<file path="config.mk">
export PLATFORM = sky130hd
export DESIGN_NAME = switch_debounce_sync
export DESIGN_NICKNAME = d
export VERILOG_FILES = /design/src/rtl/switch_debounce_sync.sv
export SDC_FILE = /design/constraint.sdc
export NUM_CORES = 1
export LEC_CHECK = 0
export BUFFER_PORTS_ARGS = -buffer_cell sky130_fd_sc_hd__buf_4
export CORE_UTILIZATION = 58
export DETAILED_ROUTE_END_ITERATION = 12
export GPL_TIMING_DRIVEN = 0
export PLACE_DENSITY = 0.86
export SLEW_MARGIN = 20
export SYNTH_ARGS = -nofsm -noshare
export SYNTH_HDL_FRONTEND = slang
export SYNTH_SLANG_ARGS = --single-unit
</file>
<file path="constraint.sdc">
create_clock -name input_clock1_1 -period 1.9 [get_ports input_clock1_1]
set_input_delay 0.285 -clock input_clock1_1 [delete_from_list [all_inputs] [get_ports input_clock1_1]]
set_output_delay 0.285 -clock input_clock1_1 [all_outputs]
set_load 0.005 [all_outputs]
</file>
<file path="src/rtl/switch_debounce_sync.sv">
// switch_debounce_sync: conditions a raw, bouncing switch into a clean level
// for downstream flip-flops. A synchronizer chain feeds a counter-based
// debounce FSM; accepted transitions also produce one-cycle rise/fall pulses.
//
//   state       | meaning
//   ------------+-----------------------------------------------
//   STABLE_LOW  | accepted level 0, waiting for a 1 candidate
//   WAIT_HIGH   | qualifying a 0->1 candidate, counting samples
//   STABLE_HIGH | accepted level 1, waiting for a 0 candidate
//   WAIT_LOW    | qualifying a 1->0 candidate, counting samples
module switch_debounce_sync #(
  parameter int SYNC_STAGES     = 2,
  parameter int DEBOUNCE_CYCLES = 4,
  parameter int CNT_WIDTH       = 16
) (
  input  logic input_clock1_1,
  input  logic input_reset1_2,
  input  logic input_input_switch1_3,
  output logic output_debounced_0_4,
  output logic output_rise_pulse_0_5,
  output logic output_fall_pulse_0_6,
  output logic output_busy_0_7
);

  typedef enum logic [1:0] {
    STABLE_LOW  = 2'd0,
    WAIT_HIGH   = 2'd1,
    STABLE_HIGH = 2'd2,
    WAIT_LOW    = 2'd3
  } state_t;

  localparam logic [CNT_WIDTH-1:0] CNT_LAST = CNT_WIDTH'(DEBOUNCE_CYCLES - 1);

  logic [SYNC_STAGES-1:0] sync_q;
  logic                   sync_s;
  state_t                 state;
  logic [CNT_WIDTH-1:0]   cnt;

  assign sync_s = sync_q[SYNC_STAGES-1];

  // Shift the raw switch level through the synchronizer chain.
  always_ff @(posedge input_clock1_1 or posedge input_reset1_2) begin
    if (input_reset1_2) begin
      sync_q <= '0;
    end else begin
      sync_q <= {sync_q[SYNC_STAGES-2:0], input_input_switch1_3};
    end
  end

  // Debounce FSM; level, pulses and busy are all registered with the state.
  always_ff @(posedge input_clock1_1 or posedge input_reset1_2) begin
    if (input_reset1_2) begin
      state                 <= STABLE_LOW;
      cnt                   <= '0;
      output_debounced_0_4  <= 1'b0;
      output_rise_pulse_0_5 <= 1'b0;
      output_fall_pulse_0_6 <= 1'b0;
      output_busy_0_7       <= 1'b0;
    end else begin
      output_rise_pulse_0_5 <= 1'b0;
      output_fall_pulse_0_6 <= 1'b0;
      case (state)
        STABLE_LOW: begin
          output_debounced_0_4 <= 1'b0;
          if (sync_s) begin
            state           <= WAIT_HIGH;
            cnt             <= CNT_WIDTH'(1);
            output_busy_0_7 <= 1'b1;
          end else begin
            cnt             <= '0;
            output_busy_0_7 <= 1'b0;
          end
        end
        WAIT_HIGH: begin
          if (!sync_s) begin
            // glitch: drop the candidate silently
            state           <= STABLE_LOW;
            cnt             <= '0;
            output_busy_0_7 <= 1'b0;
          end else if (cnt == CNT_LAST) begin
            state                 <= STABLE_HIGH;
            cnt                   <= '0;
            output_debounced_0_4  <= 1'b1;
            output_rise_pulse_0_5 <= 1'b1;
            output_busy_0_7       <= 1'b0;
          end else begin
            cnt <= cnt + 1'b1;
          end
        end
        STABLE_HIGH: begin
          output_debounced_0_4 <= 1'b1;
          if (!sync_s) begin
            state           <= WAIT_LOW;
            cnt             <= CNT_WIDTH'(1);
            output_busy_0_7 <= 1'b1;
          end else begin
            cnt             <= '0;
            output_busy_0_7 <= 1'b0;
          end
        end
        WAIT_LOW: begin
          if (sync_s) begin
            state           <= STABLE_HIGH;
            cnt             <= '0;
            output_busy_0_7 <= 1'b0;
          end else if (cnt == CNT_LAST) begin
            state                 <= STABLE_LOW;
            cnt                   <= '0;
            output_debounced_0_4  <= 1'b0;
            output_fall_pulse_0_6 <= 1'b1;
            output_busy_0_7       <= 1'b0;
          end else begin
            cnt <= cnt + 1'b1;
          end
        end
        default: begin
          state                <= STABLE_LOW;
          cnt                  <= '0;
          output_debounced_0_4 <= 1'b0;
          output_busy_0_7      <= 1'b0;
        end
      endcase
    end
  end

endmodule
</file>
-- After elaboration in Yosys (flattened, before gate mapping)
Index checks and enable logic that the tools add are counted.
- $add $sub $neg: 1
- equality and inequality tests: 12
- multiplexer cells: 29
- reduce and logical (&&, ||, !) cells: 3
- operators with widths (cell ; number):
    one-hot mux 16 bit (4 select lines) ; 1
    two-way mux 16 bit ; 3
    adder 16 x 1 -> 16 bit, second input constant ; 1
    equality test 16 x 2 -> 1 bit, second input constant ; 1
    two-way mux 1 bit ; 16
    two-way mux 2 bit ; 6
    != test 2 bit, second input constant ; 6
    one-hot mux 1 bit (4 select lines) ; 2
    one-hot mux 2 bit (4 select lines) ; 1
    AND reduction 4 bit ; 2
    != test 3 bit, second input constant ; 2
    equality test 2 bit, second input constant ; 2
    equality test 2 x 1 -> 1 bit, second input constant ; 1
    zero test 2 bit ; 1
- register bits: 24
- input bits: 3
- output and inout port bits: 4

-- Depth between registers and ports, before layout
- depth in word-level cells: 4
- gate-level depth with buffers: 7
- depth with buffers taken out: 6

-- Worst setup path before layout
Ideal clock, no wire load.
- path type: in2reg
- from: in cnt[0]
- to: reg cnt[11]
- setup time: 0.121 ns
- arrival: 1.519 ns
- setup slack: 0.260 ns
- stages: 7
- path buffers: 1
- path through: dfrtp_1 > ha_1 > nor4b_1 > nand4_1 > nand2_1 > buf_2 > nor2_1
- longest elaborated chain between the ends: 4
- elaborated cells between the ends (all ways): 6
- classes of those cells: add/sub: 1; eq/ne: 1; mux: 4
- ends and longest elaborated chain (item ; RTL line ; source):
    from (decl) ; 37 ; logic [CNT_WIDTH-1:0] cnt;
    adder 16 x 1 -> 16 bit / equality test 16 x 2 -> 1 bit (equally long branches) ; -- ;
    two-way mux 16 bit (*) ; 80, 106 ;
    two-way mux 16 bit (on tied branches) ; 102, 75 ;
    one-hot mux 16 bit (4 select lines) (*) ; 62 ; case (state)
Every way passes the cells marked *; elsewhere a longest branch is shown, timed or not.
A chain may end at the register's enable or synchronous reset.

-- Worst setup path after layout
- from: in cnt[0]
- to: reg cnt[2]
The elaborated chain is that of the path after synthesis.

==> impl_metrics.sql <==
INSERT INTO impl_metrics (metric_group, metric, value, unit) VALUES
('synthesis', 'syn_inst_count', '122', ''),
('synthesis', 'synth_enable_flop_cells', '0', ''),
('place', 'preCtsSetupSlack', '-0.06879', 'ns'),
('setup_path', 'timing.critical_path.to_type', 'flip-flop', ''),
('sta', 'timing_worst_slew_pin_value', '0.8600', 'ns'),
('power_and_ir_drop', 'seqPwrFrac', '46.9', '%'),
('synthesis', 'synth_cell_type_count', '36', ''),
('setup_path', 'rr_startpoint', 'cnt[0]', ''),
('setup_path', 'timing.reg2reg.worst_path_depth', '6', ''),
('synthesis', 'netlist.top_cell.by_area', 'dfrtp_1', ''),
('place', 'placed_cells', '155', ''),
('grt', 'grt.overflow.total', '0', ''),
('synthesis', 'ys_seq_elements', '24', ''),
('run', 'max_cap_viols', '0', ''),
('synthesis', 'synth.cells.most_frequent', '24 x dfrtp_1, 13 x nor2_1, 9 x nand2_1', ''),
('clock_network', 'clkSinkCount', '24', ''),
('setup_path', 'reg2reg_to', 'cnt[2]', ''),
('power_and_ir_drop', 'power.density_cell_area', '999.3', 'mW/mm^2'),
('final_layout', 'final_area', '0.001360', 'mm^2'),
('setup_path', 'crit_path_max_fanout', '10', ''),
('detailed_routing', 'wirelength', '2.195', 'mm'),
('power_and_ir_drop', 'worst_ir_drop_vdd', '0.8093', 'mV'),
('hold_path', 'hold_path_class', 'input port to flip-flop', ''),
('sta', 'timing_max_transition_violations_final', '0', ''),
('sta', 'hold_viol', '0', ''),
('clock_network', 'clk_pin_slew', '0.13', 'ns'),
('synthesis', 'post_synth_main_area_contributors', 'dfrtp_1 49%, ha_1 6.1%, xor2_1 4.3%, nor2_1 4.0%, a21oi_1 2.8%', ''),
('sta', 'worst_clock_skew', '0.004952', 'ns'),
('floorplanning', 'standard_cell_rows', '16', ''),
('power_and_ir_drop', 'pwr-share-comb', '33.5', '%'),
('power_and_ir_drop', 'power.switching', '0.4726', 'mW'),
('sta', 'slew_headroom', '42.60', '%'),
('place', 'placement.cell_area', '0.001310', 'mm^2'),
('sta', 'grt_setup_unrepaired', 'false', ''),
('power_and_ir_drop', 'cell_internal_pwr', '0.8865', 'mW'),
('outcome', 'outcome', 'completed', ''),
('synthesis', 'synth_most_common_cell', 'dfrtp_1', ''),
('place', 'globalplace.congestion', '0.8357', ''),
('synthesis', 'synthesis.yosys.warnings', '0', ''),
('final_layout', 'syn2layout_area_growth', '10.47', '%'),
('sta', 'fmax', '0.5753', 'GHz'),
('final_layout', 'drive_above_1_share', '15.04', '%'),
('grt', 'grt_pass1_wl', '3.381', 'mm'),
('clock_network', 'clockBufferDepth', '2', ''),
('place', 'buffer_ports.inserted', '6', ''),
('detailed_routing', 'avgRoutedWirePerCell', '13.72', 'um'),
('sta', 'period_needed', '1.738', 'ns'),
('floorplanning', 'floorplan.initialDensity', '62.12', '%'),
('sta', 'timing.hold.ws', '0.07405', 'ns'),
('setup_path', 'crit_type', 'flip-flop to flip-flop', ''),
('place', 'dp_hpwl', '1.601', 'mm'),
('floorplanning', 'core', '0.001982', 'mm^2'),
('clock_network', 'cts_tree', 'yes', ''),
('setup_path', 'crit_buf_inv', '1', ''),
('final_layout', 'finish.cell_count_without_fillers', '160', ''),
('clock_network', 'cell_chosen_for_the_clock_root', 'clkbuf_4', ''),
('synthesis', 'synth_flop_cell', 'dfrtp_1', ''),
('power_and_ir_drop', 'switching_share', '34.77', '%'),
('detailed_routing', 'routed_vias', '927', ''),
('synthesis', 'per_instance_average_area_after_synthesis', '10.09', 'um^2'),
('detailed_routing', 'residual_antenna_violating_net_count_after_detailed_routing', '0', ''),
('floorplanning', 'fp.dieW', '48.08', 'um'),
('grt', 'global_route.usage.total', '21.43', '%'),
('hold_path', 'worst_hold_path.num_cells', '1', ''),
('clock_network', 'h-tree-depth', '1', ''),
('hold_path', 'worstHoldStart', 'input_input_switch1_3', ''),
('setup_path', 'r2r_slack', '0.16', 'ns'),
('grt', 'grt_start_max_net_pins', '25', ''),
('sta', 'finalWorstSetupSlack', '0.1619', 'ns'),
('final_layout', 'number_of_diodes', '0', ''),
('grt', 'first_global_vias', '761', '');
stage by stage:
step                      power [mW]  TNS (ns)
after global routing           1.457         0
final                          1.359         0
after floorplan               0.9643         0
after global placement         1.060   -0.2709
after CTS                      1.363         0
after detailed placement       1.088   -0.6259
cell families (layout without fill, tap and decap cells):
logic type / after synthesis / count (layout) / synth area share, %
multiplexers: 3 / 3 / 2.439
AND/OR/NAND/NOR: 54 / 54 / 24.59
buffers and inverters: 7 / 18 / 2.337
AO/OA/AOI/OAI: 19 / 19 / 9.350
XOR/XNOR: 9 / 9 / 6.403
flip-flops: 24 / 24 / 48.78
adder cells (fa/ha/maj): 6 / 6 / 6.097
state kept, by name (all words and copies together) (netlist names), named ones only:
signal,flops
cnt,16
output_debounced_0_4,1
output_fall_pulse_0_6,1
output_rise_pulse_0_5,1
sync_q,2
state,1
output_busy_0_7,1
power by group through the flow:
stage | Combinational, mW | Clock [mW] | Sequential (mW)
floorplan | 0.331 | 0 | 0.633
global placement | 0.421 | 0 | 0.639
detailed placement | 0.442 | 0 | 0.646
CTS | 0.454 | 0.273 | 0.637
global route | 0.514 | 0.295 | 0.647
finish | 0.456 | 0.265 | 0.638
worst max-delay path by stage:
stage	from	endpoint	slack, ns	cells past startpoint
floorplan	cnt[0]	cnt[11]	0.26	6
global placement	cnt[0]	cnt[3]	-0.03	6
detailed placement	cnt[0]	cnt[2]	-0.07	6
CTS	cnt[0]	cnt[2]	0.07	6
global route	flip-flop	cnt[12]	0.01	7
finish	cnt[0]	cnt[2]	0.16	6
routing by layer:
| layer | routed length [um] | vias to the layer above | track usage [%] |
|---|---|---|---|
| met4 | 0 | 0 | 8.333 |
| met5 | 0 | - | 0 |
| met1 | 1079 | 456 | 30.31 |
| met2 | 1060 | 16 | 32.16 |
| li1 | - | 455 | - |
| met3 | 54 | 0 | 4.528 |
timing repair:
item                                    4_1_cts  5_1_grt
gates resized for setup                       0        1
buffers inserted                              1        0
pin swaps                                     1        0
hold endpoints to repair                      0        0
endpoints found under the setup margin       10       11
final cells by class:
| class | count | area [um^2] | share of cell area, % |
|---|---|---|---|
| inverter | 4 | 15.01 | 1.104 |
| sequential | 24 | 600.6 | 44.16 |
| multi-input combinational | 91 | 608.1 | 44.71 |
| tap | 27 | 33.78 | 2.484 |
| timing repair buffer | 7 | 52.55 | 3.864 |
| buffer | 3 | 13.76 | 1.012 |
| clock buffer | 4 | 36.28 | 2.668 |
placed cells by master, fill, tap and decap left out, types with 2 or more instances in the layout:
cell type,n
xnor2_1,3
o21ai_0,5
nor2_1,13
and3_1,2
inv_1,4
nand4_1,4
nand2_1,9
mux2i_1,3
and4_1,2
clkbuf_4,3
buf_2,2
or4_1,2
nor4_1,2
or3_1,3
dfrtp_1,24
buf_4,7
or4_2,2
o31ai_1,2
nand3_1,4
a21oi_1,7
ha_1,6
and2_1,2
xor2_1,6
(Power assumes the default switching activity.)
